File: config.mk
export PLATFORM = sky130hd
export DESIGN_NAME = fire_alarm_ctrl_flat
export DESIGN_NICKNAME = d
export VERILOG_FILES = /design/src/rtl/fire_alarm_pkg.sv /design/src/rtl/fire_alarm_if.sv /design/src/rtl/fire_alarm_timer.sv /design/src/rtl/fire_alarm_ctrl.sv /design/src/flat_wrapper.sv
export SDC_FILE = /design/constraint.sdc
export NUM_CORES = 1
export LEC_CHECK = 0
export ABC_AREA = 1
export BUFFER_PORTS_ARGS = -buffer_cell sky130_fd_sc_hd__buf_2
export CAP_MARGIN = 20
export CORE_ASPECT_RATIO = 0.5
export CORE_UTILIZATION = 60
export DETAILED_ROUTE_END_ITERATION = 7
export GPL_TIMING_DRIVEN = 0
export PLACE_DENSITY = 0.88
export SYNTH_ARGS = -nofsm -noshare
export SYNTH_HDL_FRONTEND = slang
export SYNTH_SLANG_ARGS = --single-unit
File: constraint.sdc
create_clock -name clk -period 3.6 [get_ports clk]
set_input_delay 0.18 -clock clk [delete_from_list [all_inputs] [get_ports clk]]
set_output_delay 0.18 -clock clk [all_outputs]
set_load 0.01 [all_outputs]
File: src/rtl/fire_alarm_pkg.sv
// Shared types and default constants for the fire-alarm supervisory controller.
package fire_alarm_pkg;

  localparam int unsigned NumZones             = 3;
  localparam int unsigned DefVerifyCycles      = 16;
  localparam int unsigned DefClearCycles       = 64;
  localparam int unsigned DefSilenceCycles     = 1024;
  localparam int unsigned DefSirenHalfPeriod   = 8;

  typedef enum logic [1:0] {
    StIdle     = 2'd0,
    StVerify   = 2'd1,
    StAlarm    = 2'd2,
    StSilenced = 2'd3
  } state_e;

  // Counter width able to hold the value n itself.
  function automatic int unsigned cnt_width(input int unsigned n);
    return $clog2(n + 1);
  endfunction

endpackage

File: src/rtl/fire_alarm_if.sv
// Detector/panel/annunciator signal bundle; test_req exists only with FIRE_ALARM_TEST_EN.
interface fire_alarm_if;
  import fire_alarm_pkg::*;

  logic [NumZones-1:0] smoke_detector;
  logic                silence;
`ifdef FIRE_ALARM_TEST_EN
  logic                test_req;
`endif
  logic                alarm_enable;
  logic                siren;
  logic                strobe;
  logic [NumZones-1:0] zone_latched;
  logic [1:0]          state;

`ifdef FIRE_ALARM_TEST_EN
  modport master (output smoke_detector, silence, test_req,
                  input  alarm_enable, siren, strobe, zone_latched, state);
  modport slave  (input  smoke_detector, silence, test_req,
                  output alarm_enable, siren, strobe, zone_latched, state);
`else
  modport master (output smoke_detector, silence,
                  input  alarm_enable, siren, strobe, zone_latched, state);
  modport slave  (input  smoke_detector, silence,
                  output alarm_enable, siren, strobe, zone_latched, state);
`endif

endinterface

File: src/rtl/fire_alarm_timer.sv
// Saturating up-counter with clear, load-to-LoadVal and terminal-count (count == Limit) flag.
module fire_alarm_timer #(
  parameter int unsigned Width   = 4,
  parameter int unsigned Limit   = 8,
  parameter int unsigned LoadVal = 1
) (
  input  logic clk,
  input  logic rst_n,
  input  logic clr,
  input  logic load,
  input  logic inc,
  output logic tc
);

  localparam logic [Width-1:0] LimitV = Width'(Limit);
  localparam logic [Width-1:0] LoadV  = Width'(LoadVal);

  logic [Width-1:0] count_q, count_d;

  always_comb begin
    count_d = count_q;
    if (clr) begin
      count_d = '0;
    end else if (load) begin
      count_d = LoadV;
    end else if (inc && (count_q != LimitV)) begin
      count_d = count_q + Width'(1);
    end
  end

  always_ff @(posedge clk or negedge rst_n) begin
    if (!rst_n) count_q <= '0;
    else        count_q <= count_d;
  end

  assign tc = (count_q == LimitV);

endmodule

File: src/rtl/fire_alarm_ctrl.sv
// Fire-alarm supervisory FSM: verify, alarm, silence with re-arm, auto-clear.
// Optional self-test path enabled by defining FIRE_ALARM_TEST_EN.
module fire_alarm_ctrl
  import fire_alarm_pkg::*;
#(
  parameter int unsigned VERIFY_CYCLES     = DefVerifyCycles,
  parameter int unsigned CLEAR_CYCLES      = DefClearCycles,
  parameter int unsigned SILENCE_CYCLES    = DefSilenceCycles,
  parameter int unsigned SIREN_HALF_PERIOD = DefSirenHalfPeriod
) (
  input logic         clk,
  input logic         rst_n,
  fire_alarm_if.slave bus
);

  state_e              state_q, state_d;
  logic                siren_q, siren_d;
  logic [NumZones-1:0] zone_q, zone_d;

  logic ver_clr, ver_load, ver_inc, ver_tc;
  logic qt_clr, qt_inc, qt_tc;
  logic sil_clr, sil_load, sil_inc, sil_tc;
  logic ph_clr, ph_inc, ph_tc;
  logic quiet, new_zone;

  assign quiet    = (bus.smoke_detector == '0);
  assign new_zone = |(bus.smoke_detector & ~zone_q);

  // Clear and siren-phase timers flag one count early so the action lands on the Nth edge.
  fire_alarm_timer #(.Width(cnt_width(VERIFY_CYCLES)), .Limit(VERIFY_CYCLES), .LoadVal(1)) u_ver (
    .clk(clk), .rst_n(rst_n), .clr(ver_clr), .load(ver_load), .inc(ver_inc), .tc(ver_tc)
  );
  fire_alarm_timer #(.Width(cnt_width(CLEAR_CYCLES)), .Limit(CLEAR_CYCLES - 1), .LoadVal(0)) u_qt (
    .clk(clk), .rst_n(rst_n), .clr(qt_clr), .load(1'b0), .inc(qt_inc), .tc(qt_tc)
  );
  fire_alarm_timer #(.Width(cnt_width(SILENCE_CYCLES)), .Limit(SILENCE_CYCLES), .LoadVal(1)) u_sil (
    .clk(clk), .rst_n(rst_n), .clr(sil_clr), .load(sil_load), .inc(sil_inc), .tc(sil_tc)
  );
  fire_alarm_timer #(.Width(cnt_width(SIREN_HALF_PERIOD)), .Limit(SIREN_HALF_PERIOD - 1),
                     .LoadVal(0)) u_ph (
    .clk(clk), .rst_n(rst_n), .clr(ph_clr), .load(1'b0), .inc(ph_inc), .tc(ph_tc)
  );

  always_comb begin
    state_d  = state_q;
    siren_d  = siren_q;
    zone_d   = zone_q;
    ver_clr  = 1'b0;
    ver_load = 1'b0;
    ver_inc  = 1'b0;
    qt_clr   = 1'b0;
    qt_inc   = 1'b0;
    sil_clr  = 1'b0;
    sil_load = 1'b0;
    sil_inc  = 1'b0;
    ph_clr   = 1'b0;
    ph_inc   = 1'b0;

    unique case (state_q)
      StIdle: begin
`ifdef FIRE_ALARM_TEST_EN
        if (bus.test_req) begin
          state_d = StAlarm;
          siren_d = 1'b1;
          ph_clr  = 1'b1;
        end else
`endif
        if (!quiet) begin
          state_d  = StVerify;
          ver_load = 1'b1;
        end
      end

      StVerify: begin
        if (quiet) begin
          state_d = StIdle;
          ver_clr = 1'b1;
        end else if (ver_tc) begin
          state_d = StAlarm;
          zone_d  = bus.smoke_detector;
          siren_d = 1'b1;
          ph_clr  = 1'b1;
          ver_clr = 1'b1;
        end else begin
          ver_inc = 1'b1;
        end
      end

      StAlarm, StSilenced: begin
        zone_d = zone_q | bus.smoke_detector;
        qt_inc = quiet;
        qt_clr = !quiet;
        if (quiet && qt_tc) begin
          state_d = StIdle;
          zone_d  = '0;
          siren_d = 1'b0;
          qt_clr  = 1'b1;
          sil_clr = 1'b1;
          ph_clr  = 1'b1;
          ver_clr = 1'b1;
        end else if (state_q == StAlarm) begin
          if (bus.silence) begin
            state_d  = StSilenced;
            siren_d  = 1'b0;
            sil_load = 1'b1;
            ph_clr   = 1'b1;
          end else if (ph_tc) begin
            siren_d = ~siren_q;
            ph_clr  = 1'b1;
          end else begin
            ph_inc = 1'b1;
          end
        end else if (new_zone || (!bus.silence && sil_tc)) begin
          state_d = StAlarm;
          siren_d = 1'b1;
          ph_clr  = 1'b1;
          sil_clr = 1'b1;
        end else if (bus.silence) begin
          sil_load = 1'b1;
        end else begin
          sil_inc = 1'b1;
        end
      end

      default: state_d = StIdle;
    endcase
  end

  always_ff @(posedge clk or negedge rst_n) begin
    if (!rst_n) begin
      state_q <= StIdle;
      siren_q <= 1'b0;
      zone_q  <= '0;
    end else begin
      state_q <= state_d;
      siren_q <= siren_d;
      zone_q  <= zone_d;
    end
  end

  assign bus.alarm_enable = (state_q == StAlarm) || (state_q == StSilenced);
  assign bus.strobe       = bus.alarm_enable;
  assign bus.siren        = siren_q;
  assign bus.zone_latched = zone_q;
  assign bus.state        = state_q;

endmodule
File: src/flat_wrapper.sv
// flat-port wrapper written by rule: the top's interface ports become plain ports
module fire_alarm_ctrl_flat import fire_alarm_pkg::*;
#(
  parameter int unsigned VERIFY_CYCLES     = DefVerifyCycles,
  parameter int unsigned CLEAR_CYCLES      = DefClearCycles,
  parameter int unsigned SILENCE_CYCLES    = DefSilenceCycles,
  parameter int unsigned SIREN_HALF_PERIOD = DefSirenHalfPeriod
)
  (clk, rst_n, bus_smoke_detector, bus_silence, bus_alarm_enable, bus_siren, bus_strobe, bus_zone_latched, bus_state);
  fire_alarm_if bus_i ();
  input logic clk;
  input logic rst_n;
  input wire logic [$bits(bus_i.smoke_detector)-1:0] bus_smoke_detector;
  input wire logic [$bits(bus_i.silence)-1:0] bus_silence;
  output wire logic [$bits(bus_i.alarm_enable)-1:0] bus_alarm_enable;
  output wire logic [$bits(bus_i.siren)-1:0] bus_siren;
  output wire logic [$bits(bus_i.strobe)-1:0] bus_strobe;
  output wire logic [$bits(bus_i.zone_latched)-1:0] bus_zone_latched;
  output wire logic [$bits(bus_i.state)-1:0] bus_state;
  assign bus_i.smoke_detector = bus_smoke_detector;
  assign bus_i.silence = bus_silence;
  assign bus_alarm_enable = bus_i.alarm_enable;
  assign bus_siren = bus_i.siren;
  assign bus_strobe = bus_i.strobe;
  assign bus_zone_latched = bus_i.zone_latched;
  assign bus_state = bus_i.state;
  fire_alarm_ctrl #(.VERIFY_CYCLES(VERIFY_CYCLES), .CLEAR_CYCLES(CLEAR_CYCLES), .SILENCE_CYCLES(SILENCE_CYCLES), .SIREN_HALF_PERIOD(SIREN_HALF_PERIOD)) u_core (.clk(clk), .rst_n(rst_n), .bus(bus_i));
endmodule
==> flow_metrics.env, run 1 <==
export IMPL_wirelength_um=4530
export IMPL_cts_buffers=5
export IMPL_min_path_type="in2reg"
export IMPL_p_leak_nw=1.34
export IMPL_n_antenna_cell=0
export IMPL_placed_cells=368
export IMPL_post_dp_cell_area_sq_um=2290
export IMPL_final_area_sq_um=2390
export IMPL_syn_avg_cell_area_sq_um=7.06
export IMPL_coreArea_sq_um=3210
export IMPL_die_w_um=87.0
export IMPL_numClockSinks=33
export IMPL_end_kind="flop"
export IMPL_clock_latency_ns=0.29
export IMPL_clock_fmax_mhz=567
export IMPL_finalNetCount=340
export IMPL_ctsResizeCount=0
export IMPL_maxCapViolations=0
export IMPL_skew_ns=0.00376
export IMPL_drc=0
export IMPL_dieArea_sq_um=3870
export IMPL_worstPathMaxFanout=7
export IMPL_fin_cells=377
export IMPL_combinationalPowerShare=0.459
export IMPL_drt_iter0_markers=82
export IMPL_synth_edf_count=0
export IMPL_irDropWorstVdd_mv=0.406
export IMPL_status="complete, no violations"
export IMPL_netlist_instances=307
export IMPL_place_hpwl_um=3240
export IMPL_clkTransAtPathRegs_ns=0.07
export IMPL_fin_ws_ns=1.84
export IMPL_crit_family="simple AND/OR/NAND/NOR gates"
export IMPL_vias=1965
export IMPL_start_kind="flop"
export IMPL_yosys_cell_types_count=31
export IMPL_post_place_ws_ns=1.84
export IMPL_worstPathRequired_ns=3.78
export IMPL_cp_slowest_cell="dfrtp_1"
export IMPL_ys_seq_area_frac=0.381
export IMPL_path_class="reg2reg"
export IMPL_rsz0062_at_grt="no"
export IMPL_fin_tns_setup_ns=0
export IMPL_swShare=0.453
export IMPL_whs_ns=0.247
export IMPL_path_buf_inv=1
export IMPL_track_usage=0.271
export IMPL_cts_path_max_buffers=2
export IMPL_port_buffers=13
export IMPL_hold_buffers=1
export IMPL_synthTopCellsByArea="dfrtp_1, nand2_1, inv_1, nand3_1, nor2_1"
export IMPL_netlist_area_leader_share=0.381
export IMPL_cp_data_arrival_time_ns=1.94
export IMPL_fin_crit_ns=1.76
export IMPL_synth_top_area_cell="dfrtp_1"
export IMPL_overflow=0
export IMPL_grt_max_degree=34
export IMPL_grt_pass1_vias=1870
export IMPL_cts_tree="yes"
export IMPL_power_density_nw_per_um2=616
export IMPL_drive_gt1_frac=0.119
export IMPL_floorplan_initialDensity=0.676
export IMPL_via_per_inst=5.21
export IMPL_num_io_pins=14
export IMPL_intPower_mw=0.804
export IMPL_ys_seq_elements=33
export IMPL_pwr_share_clk=0.191
export IMPL_seq_power_share=0.351
export IMPL_firstDrtPassIters=4
export IMPL_yosysWarnings=0
export IMPL_fp_dieH_um=44.5
export IMPL_final_period_utilization=0.490
export IMPL_max_slew_margin_rel=0.510
export IMPL_grt_pass1_wl_um=7840
export IMPL_htree_levels=2
export IMPL_syn_area_sq_um=2170
export IMPL_power_switching_mw=0.667
export IMPL_hold_violations=0
export IMPL_post_cts_setup_buffers=0
export IMPL_clockRootBuffer="clkbuf_8"
export IMPL_tightestPinTransition_ns=0.734
export IMPL_max_stage_delay_ns=0.42
export IMPL_syn_num_nets=319
export IMPL_postRouteAntennaNets=0
export IMPL_antenna_found_initial=0
export IMPL_syn_to_final_growth_pct=10.2
export IMPL_crit_chain="ha_1 -> nand3_1 -> nor2_2 -> nand2_4 -> nand2_2 -> inv_1 -> nand3_2 -> nand2_1 -> nand2_1 -> nand2_1"
export IMPL_synth_async_sr_flop_share=1.00
export IMPL_wire_per_inst_um=12.0
export IMPL_timing_final_max_slew_violations=0
export IMPL_critical_path_most_common_cell="nand2_1"
export IMPL_finalSetupViolations=0
export IMPL_row_count=14
export IMPL_yosys_most_used_dff="dfrtp_1"
export IMPL_gp_congestion=0.835
==> power groups by stage <==
stage / sequential, mW / combinational (mW) / clock, mW
finish: 0.516 / 0.674 / 0.281
global route: 0.527 / 0.765 / 0.300
CTS: 0.514 / 0.675 / 0.284
detailed placement: 0.521 / 0.668 / 0
global placement: 0.515 / 0.636 / 0
floorplan: 0.525 / 0.473 / 0
==> final cells by class <==
type	instances	area (sq um)
buffer	5	32.5
clock buffer	5	68.8
clock inverter	3	17.5
fill	245	817
inverter	54	203
multi-input combinational	215	1110
sequential	33	826
tap	48	60.1
timing repair buffer	14	75.1
==> cells by family (layout without fill, tap and decap cells) <==
family,count (synthesis),in the layout,share of synthesized area
AO/OA/AOI/OAI,21,21,0.0624
XOR/XNOR,12,12,0.0485
adder cells (fa/ha/maj),6,6,0.0346
buffers and inverters,59,81,0.109
flip-flops,33,33,0.381
AND/OR/NAND/NOR,176,176,0.365
==> through the flow <==
stage / total power, mW / util
after floorplan: 0.998 / -
after global placement: 1.15 / 0.715
after detailed placement: 1.19 / 0.715
after CTS: 1.47 / 0.745
after global routing: 1.59 / 0.745
final: 1.47 / 0.745
==> cell usage in the layout (no fill, tap or decap) <==
cell type	n
buf_2	15
nand3_2	2
ha_1	6
or2_0	1
nor3_2	1
a41oi_1	1
inv_1	51
nor3_1	6
clkinv_2	2
buf_4	1
buf_6	1
nor3_4	1
nand3_1	35
nand4_1	3
xor2_1	9
clkbuf_8	5
nand2_1	91
clkbuf_1	1
nor2_2	2
dlygate4sd3_1	1
nand2_4	1
inv_2	3
clkinvlp_4	1
nor2_1	29
o21bai_1	1
a31oi_4	1
dfrtp_1	33
nor3b_1	1
a21oi_1	9
a22oi_1	2
nor2_8	1
o21ai_0	6
a21boi_1	1
nand2_2	2
xnor2_1	3
==> cell usage after synthesis, drive strengths merged, types with 3 or more instances <==
| library cell | instances |
|---|---|
| nand3 | 37 |
| inv | 54 |
| dfrtp | 33 |
| ha | 6 |
| nand2 | 94 |
| nor3 | 8 |
| o21ai | 6 |
| nand4 | 3 |
| xor2 | 9 |
| a21oi | 9 |
| nor2 | 32 |
| xnor2 | 3 |
| buf | 4 |
==> sequential cells by signal (all words and copies together) (netlist names) <==
| name | count |
|---|---|
| u_core.u_ver.count_q | 5 |
| u_core.u_qt.count_q | 7 |
| u_core.bus.zone_latched | 3 |
| u_core.u_ph.count_q | 4 |
| u_core.bus.siren | 1 |
| u_core.u_sil.count_q | 11 |
| u_core.bus.state | 2 |
==> worst register-to-register path: stages, from the launching register on <==
cell     delay [ns]
dfrtp_1        0.42
ha_1           0.23
nand3_1        0.14
nor2_2         0.20
nand2_4        0.12
nand2_2        0.14
inv_1          0.08
nand3_2        0.14
nand2_1        0.07
nand2_1        0.05
nand2_1        0.05
==> worst paths after layout <==
path,startpoint,to,slack [ns],cells past startpoint
min reg2reg,u_core.u_qt.count_q[6],u_core.u_qt.count_q[6],0.51,2
min,bus_smoke_detector[0],u_core.bus.zone_latched[0],0.25,5
max in group asynchronous,rst_n,u_core.u_sil.count_q[7],2.64,2
max reg2reg,u_core.u_qt.count_q[0],u_core.bus.siren,1.84,10
max,u_core.u_qt.count_q[0],u_core.bus.siren,1.84,10
min in group asynchronous,rst_n,u_core.u_qt.count_q[3],0.49,2
==> metal layers <==
metal | track usage | up-vias | share of wire
met5 | 0 | - | 0
met4 | 0.133 | 0 | 0.015
met1 | 0.317 | 905 | 0.44
met2 | 0.479 | 47 | 0.50
met3 | 0.0672 | 12 | 0.048
li1 | - | 1001 | -
Power figures use the tool's default switching activity.
==> inputs of run 2 (changes only) <==
- CORE_UTILIZATION: 60 -> 54
- PLACE_DENSITY: 0.88 -> 0.84
- clock period: 3.6 -> 1.4 ns (I/O delays scaled with it)
==> run 2 against run 1 <==
Compared with the run above:
- sequential share of layout area decreased by 6.4 points
- largest cell class unchanged
- critical endpoint is now u_core.u_ver.count_q[0]
- design area grew 23%
- non-clock buffer count grew 27
- critical path type unchanged
- the run now ends with setup timing left
- flip-flop and latch count is the same
- sequential power grew to 2.7 times the previous value
==> flow_metrics.env, run 2 (synthesis gave the netlist of run 1 again) <==
export IMPL_path_class="reg2reg"
export IMPL_overflow=0
export IMPL_grt_most_used_layer="met2"
export IMPL_vias=2513
export IMPL_end_kind="flop"
export IMPL_skew_ns=0.00715
export IMPL_irDropWorstVdd_mv=1.24
export IMPL_worstPathRequired_ns=1.60
export IMPL_violations="setup timing"
export IMPL_firstDrtPassIters=6
export IMPL_critical_path_most_common_cell="nand2_1"
export IMPL_cp_slowest_cell="dfrtp_2"
export IMPL_track_usage=0.285
export IMPL_num_io_pins=14
export IMPL_max_stage_delay_ns=0.46
export IMPL_cts_buffers=5
export IMPL_clock_latency_ns=0.30
export IMPL_grt_use_met1=0.328
export IMPL_met3_usage=0.0647
export IMPL_cts_path_max_buffers=2
export IMPL_grt_pass1_wl_um=9180
export IMPL_worstPathMaxFanout=5
export IMPL_tightestPinTransition_ns=0.755
export IMPL_r2r_slack_ns=-0.31
export IMPL_antenna_found_initial=0
export IMPL_postRouteAntennaNets=0
export IMPL_clkTransAtPathRegs_ns=0.07
export IMPL_largest_reg_flops=11
export IMPL_timing_final_max_slew_violations=0
export IMPL_dieArea_sq_um=4290
export IMPL_finalNetCount=369
export IMPL_clockRootBuffer="clkbuf_8"
export IMPL_largest_register="u_core.u_sil.count_q"
export IMPL_floorplan_initialDensity=0.598
export IMPL_fin_crit_ns=1.71
export IMPL_final_period_utilization=1.22
export IMPL_path_buf_inv=3
export IMPL_coreArea_sq_um=3620
export IMPL_multi_input_area_sq_um=1420
export IMPL_htree_levels=2
export IMPL_syn_to_final_growth_pct=36.0
export IMPL_wire_per_inst_um=18.7
export IMPL_crit_family="simple AND/OR/NAND/NOR gates"
export IMPL_nFillCells=169
export IMPL_crit_chain="inv_1 -> nand2_1 -> nor2_1 -> nand2_4 -> buf_4 -> nand2_1 -> nand3_1 -> nand2_1 -> inv_1"
export IMPL_drc=0
export IMPL_final_cell_mix="nand2_1, inv_1, dfrtp_1, buf_4, nor2_1"
export IMPL_power_total_mw=5.14
export IMPL_clock_fmax_mhz=586
export IMPL_p_leak_nw=1.52
export IMPL_fin_ws_ns=-0.305
export IMPL_n_antenna_cell=0
export IMPL_port_buffers=13
export IMPL_finalSetupViolations=29
export IMPL_grt_pass1_vias=2049
export IMPL_global_route_usage_met2=0.537
export IMPL_min_path_type="in2reg"
export IMPL_cts_tree="yes"
export IMPL_rsz0062_at_grt="yes"
export IMPL_numClockSinks=33
export IMPL_grt_max_degree=34
export IMPL_max_slew_margin_rel=0.497
export IMPL_gp_congestion=0.843
export IMPL_maxCapViolations=0
export IMPL_via_per_inst=6.16
export IMPL_row_count=15
export IMPL_final_common_cell="nand2_1"
export IMPL_die_w_um=91.6
export IMPL_power_density_nw_per_um2=1750
export IMPL_start_kind="flop"
export IMPL_post_place_ws_ns=-0.298
export IMPL_wirelength_um=7640
export IMPL_drive_gt1_frac=0.356
export IMPL_status="finished with violations"
export IMPL_place_hpwl_um=3070
export IMPL_cp_data_arrival_time_ns=1.90
export IMPL_hold_violations=0
export IMPL_top_regs="u_core.u_sil.count_q (11), u_core.u_qt.count_q (7), u_core.u_ver.count_q (5)"
export IMPL_fp_dieH_um=46.8
export IMPL_register_area_sq_um=830
export IMPL_drt_iter0_markers=364
## run 2: cell types whose count changed in the layout (fill, tap and decap cells not counted), moves of 8 or more
cell,delta
buf_4,+24
inv_1,-8
nand2_1,-13
nand2_2,+8
nand3_1,-15
nand3_2,+13
## run 2: where the power goes
group          switching, mW  leakage (nW)  internal [mW]
Combinational           1.94          1.04           1.08
Sequential             0.218         0.435           1.15
Clock                  0.364        0.0443          0.390
## run 2: metrics by stage
stage               utilization  setup TNS [ns]  std cells  hold slack, ns  area [sq um]
finish                    0.813           -5.33        408           0.184          2950
detailed placement        0.640           -5.16        371           0.172          2320
CTS                       0.741           -2.39        397           0.136          2690
global route              0.813           -7.08        408           0.213          2950
floorplan                     -          -0.249        307          -0.226          2190
global placement          0.640           -4.25        371           0.162          2320
## run 2: repair_timing
item | CTS | global route
hold endpoints to repair | 33 | 0
pin swaps | 20 | 26
gates cloned | 2 | 1
endpoints found under the setup margin | 30 | 30
hold buffers | 1 | 0
buffers inserted | 16 | 10
gates resized for setup | 40 | 48
## run 2: worst register-to-register path, delay by kind of cell (launching register included)
family | cells | cell delay [ns]
buffers and inverters | 3 | 0.31
DFF | 1 | 0.46
and+or+nand+nor | 6 | 0.83
## run 2: layer usage
layer | routed length (um) | up-vias
li1 | - | 1051
met1 | 2790 | 1149
met2 | 3320 | 245
met3 | 999 | 68
met4 | 529 | 0
met5 | 0 | -
## run 2: path summary, 6_finish.rpt
path                                         from                          to  cells past startpoint
setup / recovery              u_core.bus.state[1]     u_core.u_ver.count_q[0]                      9
hold / removal              bus_smoke_detector[0]  u_core.bus.zone_latched[0]                      5
setup reg to reg              u_core.bus.state[1]     u_core.u_ver.count_q[0]                      9
hold reg to reg            u_core.u_qt.count_q[6]      u_core.u_qt.count_q[6]                      2
max in group asynchronous                   rst_n         u_core.bus.state[1]                      2
min in group asynchronous                   rst_n      u_core.u_qt.count_q[2]                      2
## run 2: layout make-up
class	count	area share
plain buffers	5	0.0144
clock buffers	7	0.0293
inverters	54	0.0730
multi-input cells	217	0.482
flip-flops and latches	33	0.282
well taps	51	0.0217
repair buffers	41	0.0981
